**src/rtl/pipe_ctrl_pkg.sv**
```systemverilog
// Shared types and constants for the pipeline hazard/debug sequencer.
package pipe_ctrl_pkg;

  typedef logic [4:0] reg_id_t;
  typedef logic [1:0] debug_status_t;

  localparam reg_id_t       REG_X0    = 5'd0;
  localparam debug_status_t DBG_OK    = 2'b00;
  localparam debug_status_t DBG_BREAK = 2'b01;
  localparam debug_status_t DBG_FAIL  = 2'b10;

  typedef enum logic [1:0] {
    ST_RUN    = 2'd0,
    ST_DRAIN  = 2'd1,
    ST_HALTED = 2'd2
  } ctrl_state_t;

endpackage

```
**src/rtl/pipeline_hazard_ctrl_hazard_detect.sv**
```systemverilog
// RAW comparator between the Decode sources and the Exec/Mem destinations.
module hazard_detect
  import pipe_ctrl_pkg::*;
#(
  parameter bit FORWARDING = 1'b0
) (
  input  reg_id_t rs1_i,
  input  reg_id_t rs2_i,
  input  logic    rs1_used_i,
  input  logic    rs2_used_i,
  input  reg_id_t ex_rd_i,
  input  logic    ex_reg_write_i,
  input  logic    ex_mem_load_i,
  input  reg_id_t mem_rd_i,
  input  logic    mem_reg_write_i,
  output logic    hazard_o
);

  // With forwarding only a load result is still unavailable to the next instruction.
  function automatic logic src_match(reg_id_t src, logic used);
    logic m;
    if (FORWARDING) begin
      m = ex_mem_load_i && (ex_rd_i == src);
    end else begin
      m = (ex_reg_write_i && (ex_rd_i == src)) || (mem_reg_write_i && (mem_rd_i == src));
    end
    return used && (src != REG_X0) && m;
  endfunction

  always_comb begin
    hazard_o = src_match(rs1_i, rs1_used_i) || src_match(rs2_i, rs2_used_i);
  end

endmodule

```
**src/rtl/pipeline_hazard_ctrl.sv**
```systemverilog
// Pipeline sequencer: hazard stalls, jump flushes, debug drain/halt and perf counters.
module pipeline_hazard_ctrl
  import pipe_ctrl_pkg::*;
#(
  parameter bit          FORWARDING   = 1'b0,
  parameter int unsigned DRAIN_CYCLES = 2,
  parameter int unsigned CNT_W        = 32
) (
  input  logic             clk,
  input  logic             rst_n,
  input  logic [4:0]       dec_rs1,
  input  logic [4:0]       dec_rs2,
  input  logic             dec_rs1_used,
  input  logic             dec_rs2_used,
  input  logic [1:0]       dec_debug,
  input  logic [4:0]       ex_rd,
  input  logic             ex_reg_write,
  input  logic             ex_mem_load,
  input  logic             ex_jump_taken,
  input  logic [4:0]       mem_rd,
  input  logic             mem_reg_write,
  output logic             stall_fetch,
  output logic             stall_decode,
  output logic             bubble_exec,
  output logic             flush_fetch,
  output logic             halted,
  output logic [1:0]       halt_cause,
  output logic [CNT_W-1:0] stall_count,
  output logic [CNT_W-1:0] flush_count
);

  localparam int unsigned DRAIN_W = $clog2(DRAIN_CYCLES + 1);

  ctrl_state_t        state_q, state_d;
  logic [DRAIN_W-1:0] drain_q, drain_d;
  debug_status_t      cause_q, cause_d;
  logic [CNT_W-1:0]   stall_cnt_q, flush_cnt_q;
  logic               hazard;

  hazard_detect #(.FORWARDING(FORWARDING)) u_hazard (
    .rs1_i           (dec_rs1),
    .rs2_i           (dec_rs2),
    .rs1_used_i      (dec_rs1_used),
    .rs2_used_i      (dec_rs2_used),
    .ex_rd_i         (ex_rd),
    .ex_reg_write_i  (ex_reg_write),
    .ex_mem_load_i   (ex_mem_load),
    .mem_rd_i        (mem_rd),
    .mem_reg_write_i (mem_reg_write),
    .hazard_o        (hazard)
  );

  always_ff @(posedge clk or negedge rst_n) begin
    if (!rst_n) begin
      state_q <= ST_RUN;
      drain_q <= '0;
      cause_q <= DBG_OK;
    end else begin
      state_q <= state_d;
      drain_q <= drain_d;
      cause_q <= cause_d;
    end
  end

  // A jump in the same cycle as a debug status wins; the status is dropped.
  always_comb begin
    state_d = state_q;
    drain_d = drain_q;
    cause_d = cause_q;
    case (state_q)
      ST_RUN: begin
        if ((dec_debug != DBG_OK) && !ex_jump_taken) begin
          state_d = ST_DRAIN;
          drain_d = DRAIN_W'(DRAIN_CYCLES);
          cause_d = dec_debug;
        end
      end
      ST_DRAIN: begin
        drain_d = drain_q - DRAIN_W'(1);
        if (drain_q == DRAIN_W'(1)) begin
          state_d = ST_HALTED;
        end
      end
      ST_HALTED: ;
      default: state_d = ST_RUN;
    endcase
  end

  // Outputs are held low while rst_n is asserted, whatever the pipeline presents.
  always_comb begin
    stall_fetch  = 1'b0;
    stall_decode = 1'b0;
    bubble_exec  = 1'b0;
    flush_fetch  = 1'b0;
    halted       = 1'b0;
    halt_cause   = DBG_OK;
    case (state_q)
      ST_RUN: begin
        if (rst_n) begin
          if (ex_jump_taken) begin
            flush_fetch = 1'b1;
            bubble_exec = 1'b1;
          end else if (hazard) begin
            stall_fetch  = 1'b1;
            stall_decode = 1'b1;
            bubble_exec  = 1'b1;
          end
        end
      end
      ST_DRAIN: begin
        stall_fetch  = 1'b1;
        stall_decode = 1'b1;
        bubble_exec  = 1'b1;
      end
      ST_HALTED: begin
        stall_fetch  = 1'b1;
        stall_decode = 1'b1;
        bubble_exec  = 1'b1;
        halted       = 1'b1;
        halt_cause   = cause_q;
      end
      default: ;
    endcase
  end

  // Saturating performance counters.
  always_ff @(posedge clk or negedge rst_n) begin
    if (!rst_n) begin
      stall_cnt_q <= '0;
      flush_cnt_q <= '0;
    end else begin
      if (stall_decode && (stall_cnt_q != '1)) begin
        stall_cnt_q <= stall_cnt_q + CNT_W'(1);
      end
      if (flush_fetch && (flush_cnt_q != '1)) begin
        flush_cnt_q <= flush_cnt_q + CNT_W'(1);
      end
    end
  end

  assign stall_count = stall_cnt_q;
  assign flush_count = flush_cnt_q;

endmodule
```
**config.mk**
```make
export PLATFORM = sky130hd
export DESIGN_NAME = pipeline_hazard_ctrl
export DESIGN_NICKNAME = d
export VERILOG_FILES = /design/src/rtl/pipe_ctrl_pkg.sv /design/src/rtl/pipeline_hazard_ctrl_hazard_detect.sv /design/src/rtl/pipeline_hazard_ctrl.sv
export SDC_FILE = /design/constraint.sdc
export NUM_CORES = 1
export LEC_CHECK = 0
export BUFFER_PORTS_ARGS = -buffer_cell sky130_fd_sc_hd__clkbuf_2
export CAP_MARGIN = 15
export CORE_MARGIN = 10
export CORE_UTILIZATION = 30
export DETAILED_ROUTE_END_ITERATION = 8
export GPL_TIMING_DRIVEN = 1
export PLACE_DENSITY_LB_ADDON = 0.08
export SETUP_SLACK_MARGIN = 0.5
export SYNTH_ARGS = -nofsm -noshare
export SYNTH_HDL_FRONTEND = slang
export SYNTH_SLANG_ARGS = --single-unit
```
**constraint.sdc**
```tcl
create_clock -name clk -period 2.9 [get_ports clk]
set_input_delay 0.58 -clock clk [delete_from_list [all_inputs] [get_ports clk]]
set_output_delay 0.58 -clock clk [all_outputs]
set_load 0.1 [all_outputs]
```
==> results.toml, run 1 <==
[status]
status = "completed"

[power_and_ir_drop]
p_sw_uw = 1910
powerDensity_nw_per_um2 = 842
leakage_uw = 0.00226
power.total_uw = 4250
seqPwrFrac = 0.298
intPower_uw = 2340
swShare = 0.450
pwr-share-comb = 0.439
ir_drop_mv = 0.391
p_clk_frac = 0.264

[grt]
grt-ovfl-total = 0
antenna_found_initial = 1
grtUsageTotal = 0.115
grt_pass1_wl_um = 16500
grt_pass1_vias = 3306
grt_max_degree = 71

[die]
fp-row-count = 40
die_h_um = 132
io_pins = 101
design.core.area_um2 = 12100
initial_core_util = 0.310
dieArea_um2 = 17400
dieWidth_um = 132

[min_path]
hold_path.class = "reg2reg"

[synth]
avgSynthCellArea_um2 = 10.0
synth_flop_cell = "dfrtp_1"
syn_nets = 410
seq_area_frac_synth = 0.467
synth_cells = 373
synth-edff-count = 0
syn-cell-area_um2 = 3750
async_reset_ff_frac = 1.00
ys_types = 47
ys_ff_latch = 70
yosys_warnings = 0

[worst_setup_path]
crit_path_start_kind = "primary input"
cp-end-kind = "output port"
critPathMaxFanout = 2
crit_required_ns = 2.32
arrival_ns = 2.11
worstSetupPathType = "in2out"

[layout]
drive_above_1_share = 0.404
nFillCells = 1239
diodes = 0
layout.nets = 522
final_area_um2 = 5050
area_growth_pct = 34.7

[flow_run]
cap_violations = 0

[timing]
holdWs_ns = 0.477
finalSetupTns_ns = 0
slew-limit-headroom = 0.390
finalCritPeriodShare = 0.928
rsz0062_at_grt = "yes"
finalSetupViolations = 0
maxSlewViolCount = 0
skew_ns = 0.00543
clock.fmax_ghz = 0.372
min_period_ns = 2.69
hold_viol = 0
worst_slew_pin_slew_ns = 0.915

[placed_design]
placed_area_um2 = 4620
gp_congestion = 0.759
io_buffers = 99
hpwl_um = 7250

[clock_network]
h-tree-depth = 3
cts_root_buf = "clkbuf_16"
clk_latency_ns = 0.33
clockBufferDepth = 2
cts_buffers = 9
clk_pin_slew_worst_paths_ns = 0.06
cts.sink_count = 70
cts_tree = "done"

[detailed_routing]
dr_total_vias = 3084
drc_errors = 0
drt-initial-drc-count = 126
wl_per_cell_um = 14.8
routed_via_density = 4.69
wl_um = 9770
ant_nets = 0
drt-pass1-iter-count = 4
## state kept, by name (all words and copies together) (netlist names)
register	count
cause_q	2
flush_count	32
stall_count	32
state_q	2
drain_q	2
## metal layers
metal	up-vias	GRT usage	part of all wire
met4	2	0.0482	0.015
met1	1481	0.142	0.46
met2	73	0.174	0.46
met5	-	0	0.00072
met3	14	0.0469	0.065
li1	1514	-	-
## power by group through the flow
stage               sequential [µW]  combinational [µW]  clock, µW
finish                         1260                1870       1120
detailed placement             1280                1840          0
CTS                            1270                1860       1160
global route                   1290                1980       1210
floorplan                      1850                 851          0
global placement               1290                1830          0
## cell usage in the layout (no fill, tap or decap), types with 3 or more instances in the layout
cell,synthesis,layout
clkbuf_2,0,89
xnor2_1,46,46
dfrtp_2,0,44
nand3_1,33,32
xor2_1,32,30
nand2_1,27,27
nor2_1,23,23
dfrtp_1,70,22
inv_1,16,15
nand4_1,12,12
and3_1,11,11
nor3_1,11,11
and2_1,11,9
clkbuf_16,0,9
buf_4,1,9
and4_1,7,7
a21oi_1,8,7
ha_1,7,6
nand3b_1,5,5
nor4_2,1,4
clkbuf_1,0,4
dfrtp_4,0,4
buf_12,0,4
mux2_2,3,3
clkbuf_8,0,3
buf_6,0,3
## path summary, 6_finish.rpt
| path | start | to | slack, ns | depth (start not counted) |
|---|---|---|---|---|
| worst max register to register | stall_count[0]$_DFFE_PN0P_ | stall_count[7]$_DFFE_PN0P_ | 0.43 | 9 |
| min in group asynchronous | rst_n | stall_count[28]$_DFFE_PN0P_ | 0.54 | 2 |
| worst min register to register | flush_count[7]$_DFFE_PN0P_ | flush_count[7]$_DFFE_PN0P_ | 0.48 | 1 |
| worst min-delay path | flush_count[7]$_DFFE_PN0P_ | flush_count[7]$_DFFE_PN0P_ | 0.48 | 1 |
| max in group asynchronous | rst_n | flush_count[26]$_DFFE_PN0P_ | 1.68 | 2 |
| worst max-delay path | dec_rs1[4] | bubble_exec | 0.21 | 9 |
## what timing repair did
item	in CTS	in global routing
hold buffers	0	0
endpoints found under the setup margin	16	33
gates cloned	0	0
pin swaps	5	11
endpoints found under the hold margin	0	0
resized for setup	4	21
buffers inserted	2	1
## final cells by class
class | instances | area (µm²) | share of cell area
Multi-Input combinational cell | 281 | 2000 | 0.396
Clock buffer | 15 | 268 | 0.0530
Clock inverter | 1 | 30.0 | 0.00595
Tap cell | 168 | 210 | 0.0416
Inverter | 16 | 63.8 | 0.0126
Timing Repair Buffer | 107 | 656 | 0.130
Sequential cell | 70 | 1820 | 0.361
## kinds of logic after synthesis
family                   after synthesis  synth area share
flip-flops                            70             0.467
multiplexers                           4            0.0117
AND/OR/NAND/NOR                      168             0.250
buffers and inverters                 22            0.0247
adder cells (fa/ha/maj)                7            0.0234
AO/OA/AOI/OAI                         24            0.0404
XOR/XNOR                              78             0.182
## stage by stage
| stage | utilization | setup slack, ns | instances |
|---|---|---|---|
| floorplan | - | -0.00454 | 373 |
| global placement | 0.381 | 0.109 | 639 |
| detailed placement | 0.381 | 0.123 | 639 |
| CTS | 0.410 | 0.159 | 657 |
| global route | 0.417 | 0.139 | 658 |
| finish | 0.417 | 0.209 | 658 |
## cells in the mapped netlist (3+ instances only)
cell,number,area share
dfrtp_1,70,0.47
xnor2_1,46,0.11
nand3_1,33,0.044
xor2_1,32,0.075
nand2_1,27,0.027
nor2_1,23,0.023
inv_1,16,0.016
nand4_1,12,0.020
and2_1,11,0.018
and3_1,11,0.018
nor3_1,11,0.015
a21oi_1,8,0.011
and4_1,7,0.016
ha_1,7,0.023
buf_2,5,0.0067
nand3b_1,5,0.010
nor2b_1,5,0.0083
nor4_1,5,0.0083
mux2_2,3,0.0090
## worst max-delay path, stage by stage
cell and delay (ns):
clkbuf_8 0.11, buf_4 0.13, or4_1 0.41, o21ai_2 0.14, o22ai_2 0.11, buf_4 0.15
a31oi_4 0.20, a21oi_4 0.09, buf_12 0.18
Note: power is estimated with default switching activity, not from simulation.
==> run 2, diff against run 1 <==
--- a/config.mk
+++ b/config.mk
@@ -9,10 +9,10 @@
 export CAP_MARGIN = 15
 export CORE_MARGIN = 10
 export CORE_UTILIZATION = 30
+export CTS_BUF_LIST = sky130_fd_sc_hd__clkbuf_8 sky130_fd_sc_hd__clkbuf_16
 export DETAILED_ROUTE_END_ITERATION = 8
 export GPL_TIMING_DRIVEN = 1
 export PLACE_DENSITY_LB_ADDON = 0.08
-export SETUP_SLACK_MARGIN = 0.5
 export SYNTH_ARGS = -nofsm -noshare
 export SYNTH_HDL_FRONTEND = slang
 export SYNTH_SLANG_ARGS = --single-unit
==> results.toml, run 2 (synthesis results as in run 1) <==
[status]
status = "completed"

[layout]
layout.nets = 519
diodes = 0
drive_above_1_share = 0.278
area_growth_pct = 29.7
mostFrequentLayoutCells = "clkbuf_2 (94), dfrtp_1 (70), xnor2_1 (46), nand3_1 (33), xor2_1 (32)"
final_common_cell = "clkbuf_2"
final_area_um2 = 4860
nFillCells = 1276
final_util = 0.401

[worst_setup_path]
worstSetupPathType = "in2out"
rr_worst_depth = 8
crit_required_ns = 2.32
cp-end-kind = "output port"
arrival_ns = 2.16
crit_path_start_kind = "primary input"
critPathMaxFanout = 3

[die]
io_pins = 101
initial_core_util = 0.310
die_h_um = 132
dieArea_um2 = 17400
dieWidth_um = 132
fp-row-count = 40
design.core.area_um2 = 12100

[grt]
antenna_found_initial = 0
grtUsageTotal = 0.113
grt_max_degree = 45
grt_pass1_vias = 3128
grt_pass1_wl_um = 16100
grt-ovfl-total = 0

[clock_network]
cts.sink_count = 70
cts_post_setup_buffers_inserted = 0
h-tree-depth = 3
cts_root_buf = "clkbuf_16"
clockBufferDepth = 2
clk_pin_slew_worst_paths_ns = 0.06
cts_buffers = 9
cts_resized = 0
ctsHoldBuffers = 0
clk_latency_ns = 0.33
cts_tree = "done"

[min_path]
hold_path.class = "in2async"

[detailed_routing]
routed_via_density = 4.61
wl_um = 9580
drc_errors = 0
dr_wl_met2_um = 4580
wl_met1_um = 4430
met3_length_um = 508
top_layer = "met4"
drt-initial-drc-count = 116
drt-pass1-iter-count = 4
ant_nets = 0
dr_total_vias = 3014
wl_per_cell_um = 14.7

[placed_design]
gp_congestion = 0.772
placed_area_um2 = 4530
io_buffers = 99
hpwl_um = 7390

[timing]
finalSetupTns_ns = 0
hold_viol = 0
clock.fmax_ghz = 0.366
worst_slew_pin_slew_ns = 0.585
skew_ns = 0.00770
min_period_ns = 2.74
finalSetupViolations = 0
finalCritPeriodShare = 0.943
maxSlewViolCount = 0
slew-limit-headroom = 0.607
holdWs_ns = 0.296

[power_and_ir_drop]
seqPwrFrac = 0.293
p_clk_frac = 0.281
swShare = 0.445
ir_drop_mv = 0.338
leakage_uw = 0.00232
intPower_uw = 2360
p_sw_uw = 1890
powerDensity_nw_per_um2 = 874
pwr-share-comb = 0.426

[flow_run]
cap_violations = 0
-- run 2: cell types whose count changed in the layout (fill, tap and decap cells not counted), moves of 3 or more --
cell and delta:
dfrtp_2 -44, clkbuf_1 -4, clkbuf_2 +5, dfrtp_1 +48, buf_6 -3, buf_4 -3
dfrtp_4 -4
-- run 2: final timing paths --
| path | startpoint | to | slack (ns) |
|---|---|---|---|
| setup / recovery | mem_rd[3] | stall_decode | 0.16 |
| hold / removal | rst_n | stall_count[30]$_DFFE_PN0P_ | 0.30 |
| setup reg to reg | stall_count[0]$_DFFE_PN0P_ | stall_count[1]$_DFFE_PN0P_ | 0.55 |
| hold reg to reg | cause_q[1]$_DFFE_PN0P_ | cause_q[1]$_DFFE_PN0P_ | 0.47 |
| max in group asynchronous | rst_n | stall_count[27]$_DFFE_PN0P_ | 2.12 |
| min in group clk | cause_q[1]$_DFFE_PN0P_ | cause_q[1]$_DFFE_PN0P_ | 0.47 |
-- run 2: cell type report --
cell class / instances / area (µm²) / share of cell area
Multi-Input combinational cell: 281 / 1920 / 0.395
Sequential cell: 70 / 1750 / 0.360
Timing Repair Buffer: 104 / 596 / 0.122
Clock buffer: 11 / 253 / 0.0520
Tap cell: 168 / 210 / 0.0432
Clock inverter: 4 / 70.1 / 0.0144
Inverter: 16 / 60.1 / 0.0124
-- run 2: worst max-delay path: stages --
cell	delay, ns
clkbuf_2	0.10
xor2_1	0.17
nor4_2	0.32
a32oi_1	0.14
o22ai_1	0.22
a31o_2	0.20
nor2b_4	0.22
buf_12	0.20
-- run 2: through the flow --
step | setup WS (ns) | total power, µW | instances
after floorplan | -0.149 | 2630 | 373
after global placement | 0.126 | 3090 | 639
after detailed placement | 0.123 | 3090 | 639
after CTS | 0.121 | 4320 | 654
after global routing | -0.0124 | 4480 | 654
final | 0.164 | 4250 | 654
-- run 2: layer usage --
metal,track usage,up-vias
met5,0,-
met4,0.0315,0
met3,0.0476,5
met2,0.181,67
met1,0.135,1438
li1,-,1504
-- run 2: power groups by stage --
stage | Clock [µW] | Sequential, µW | Combinational (µW)
floorplan | 0 | 1830 | 806
global placement | 0 | 1260 | 1830
detailed placement | 0 | 1260 | 1830
CTS | 1240 | 1250 | 1840
global route | 1280 | 1270 | 1920
finish | 1200 | 1240 | 1810
==> run 3, diff against run 2 <==
--- a/config.mk
+++ b/config.mk
@@ -8,7 +8,7 @@
 export BUFFER_PORTS_ARGS = -buffer_cell sky130_fd_sc_hd__clkbuf_2
 export CAP_MARGIN = 15
 export CORE_MARGIN = 10
-export CORE_UTILIZATION = 30
+export CORE_UTILIZATION = 40
 export CTS_BUF_LIST = sky130_fd_sc_hd__clkbuf_8 sky130_fd_sc_hd__clkbuf_16
 export DETAILED_ROUTE_END_ITERATION = 8
 export GPL_TIMING_DRIVEN = 1
==> results.toml, run 3 (synthesis results as in run 1) <==
[status]
status = "completed"

[grt]
grt_max_degree = 57
antenna_found_initial = 0
grt_pass1_wl_um = 14900
grt-ovfl-total = 0
grt_pass1_vias = 3146
grtUsageTotal = 0.136

[placed_design]
hpwl_um = 6790
io_buffers = 99
gp_congestion = 0.779
post-place-ws_ns = 0.154

[worst_setup_path]
crit_required_ns = 2.32
rr_worst_depth = 6
crit_path_end = "stall_decode"
path_cells = "clkbuf_2 > xor2_1 > nor4_1 > a32oi_1 > o22ai_1 > a31o_2 > nor2b_4 > buf_12"
cp-end-kind = "output port"
critPathLaunch = "dec_rs1[4]"
cp_slowest_cell = "nor4_1"
r2r_slack_ns = 0.53
arrival_ns = 2.18
r2r_start = "stall_count[6]$_DFFE_PN0P_"
r2r-end = "stall_count[29]$_DFFE_PN0P_"
worstSetupPathType = "in2out"
critPathMaxStageDelay_ns = 0.32
crit_path_start_kind = "primary input"
critPathMaxFanout = 3

[flow_run]
cap_violations = 0

[power_and_ir_drop]
powerDensity_nw_per_um2 = 852
leakage_uw = 0.00227
ir_drop_mv = 0.426
power.total_uw = 4000

[clock_network]
cts_buffers = 9
h-tree-depth = 3
cts_tree = "done"
cts_resized = 0
clk_latency_ns = 0.34
cts_root_buf = "clkbuf_8"
ctsHoldBuffers = 0
cts.sink_count = 70
cts_post_setup_buffers_inserted = 0
clockBufferDepth = 2
clk_pin_slew_worst_paths_ns = 0.08

[detailed_routing]
drt-initial-drc-count = 156
wl_um = 8900
routed_via_density = 5.16
wl_per_cell_um = 14.9
drt-pass1-iter-count = 4
drc_errors = 0
dr_total_vias = 3073
ant_nets = 0

[timing]
min_period_ns = 2.76
finalSetupViolations = 0
rsz0062_at_grt = "no"
maxSlewViolCount = 0
skew_ns = 0.0135
hold_viol = 0
clock.fmax_ghz = 0.363
finalCritPeriodShare = 0.951
fin_ws_ns = 0.142
worst_slew_pin_slew_ns = 0.722
slew-limit-headroom = 0.519
finalSetupTns_ns = 0

[die]
io_pins = 101
die_h_um = 117
design.core.area_um2 = 9200
dieWidth_um = 117
fp-row-count = 35
initial_core_util = 0.408
dieArea_um2 = 13600

[layout]
layout.nets = 518
drive_above_1_share = 0.274
area_growth_pct = 25.3
mostFrequentLayoutCells = "clkbuf_2 (94), dfrtp_1 (70), xnor2_1 (46), nand3_1 (33), xor2_1 (32)"
nFillCells = 865
final_util = 0.511
final_common_cell = "clkbuf_2"
diodes = 0

[min_path]
hold_path.class = "in2async"
run 3: cell types whose count changed in the layout (fill, tap and decap cells not counted):
cell / delta
clkbuf_8: +8
clkbuf_16: -9
inv_6: +1
clkinv_2: -2
clkinvlp_4: +1
buf_4: -1
nor4_1: +1
nor4_2: -1
bufinv_16: +1
run 3: layout make-up:
cell class              count  area (µm²)  share of cell area
multi-input cells         281        1920               0.408
flip-flops and latches     70        1750               0.373
clock buffers              10         138              0.0293
repair buffers            103         588               0.125
inverters                  16        60.1              0.0128
well taps                 111         139              0.0296
clock inverters             5         106              0.0226
run 3: worst min-delay path by stage:
stage / end / slack, ns / cells after the start
floorplan: cause_q[0]$_DFFE_PN0P_ / 0.28 / 0
global placement: cause_q[1]$_DFFE_PN0P_ / 0.45 / 2
detailed placement: cause_q[1]$_DFFE_PN0P_ / 0.46 / 1
CTS: flush_count[20]$_DFFE_PN0P_ / 0.07 / 1
global route: flush_count[14]$_DFFE_PN0P_ / 0.08 / 1
finish: flush_count[14]$_DFFE_PN0P_ / 0.09 / 1
run 3: metal layers:
layer,GRT usage,part of all wire
met4,0.0387,0.0055
met3,0.0581,0.077
met5,0,0
met1,0.172,0.46
met2,0.208,0.46
run 3: report_power, final:
| part | total [µW] | switching [µW] | internal, µW |
|---|---|---|---|
| clock | 969 | 376 | 593 |
| combinational | 1790 | 1330 | 460 |
| sequential | 1240 | 144 | 1100 |
run 3: worst max-delay path, delay by kind of cell:
kind / cells / cell delay (ns)
buffers and inverters: 2 / 0.31
AND/OR/NAND/NOR: 2 / 0.54
AO/OA/AOI/OAI: 3 / 0.58
XOR/XNOR: 1 / 0.16
run 3: through the flow:
step                      cell area, µm²  hold WS (ns)  cells
after floorplan                     3760         0.284    373
after global placement              4450         0.454    581
after detailed placement            4450         0.456    581
after CTS                           4700        0.0745    596
after global routing                4700        0.0815    596
final                               4700        0.0897    596
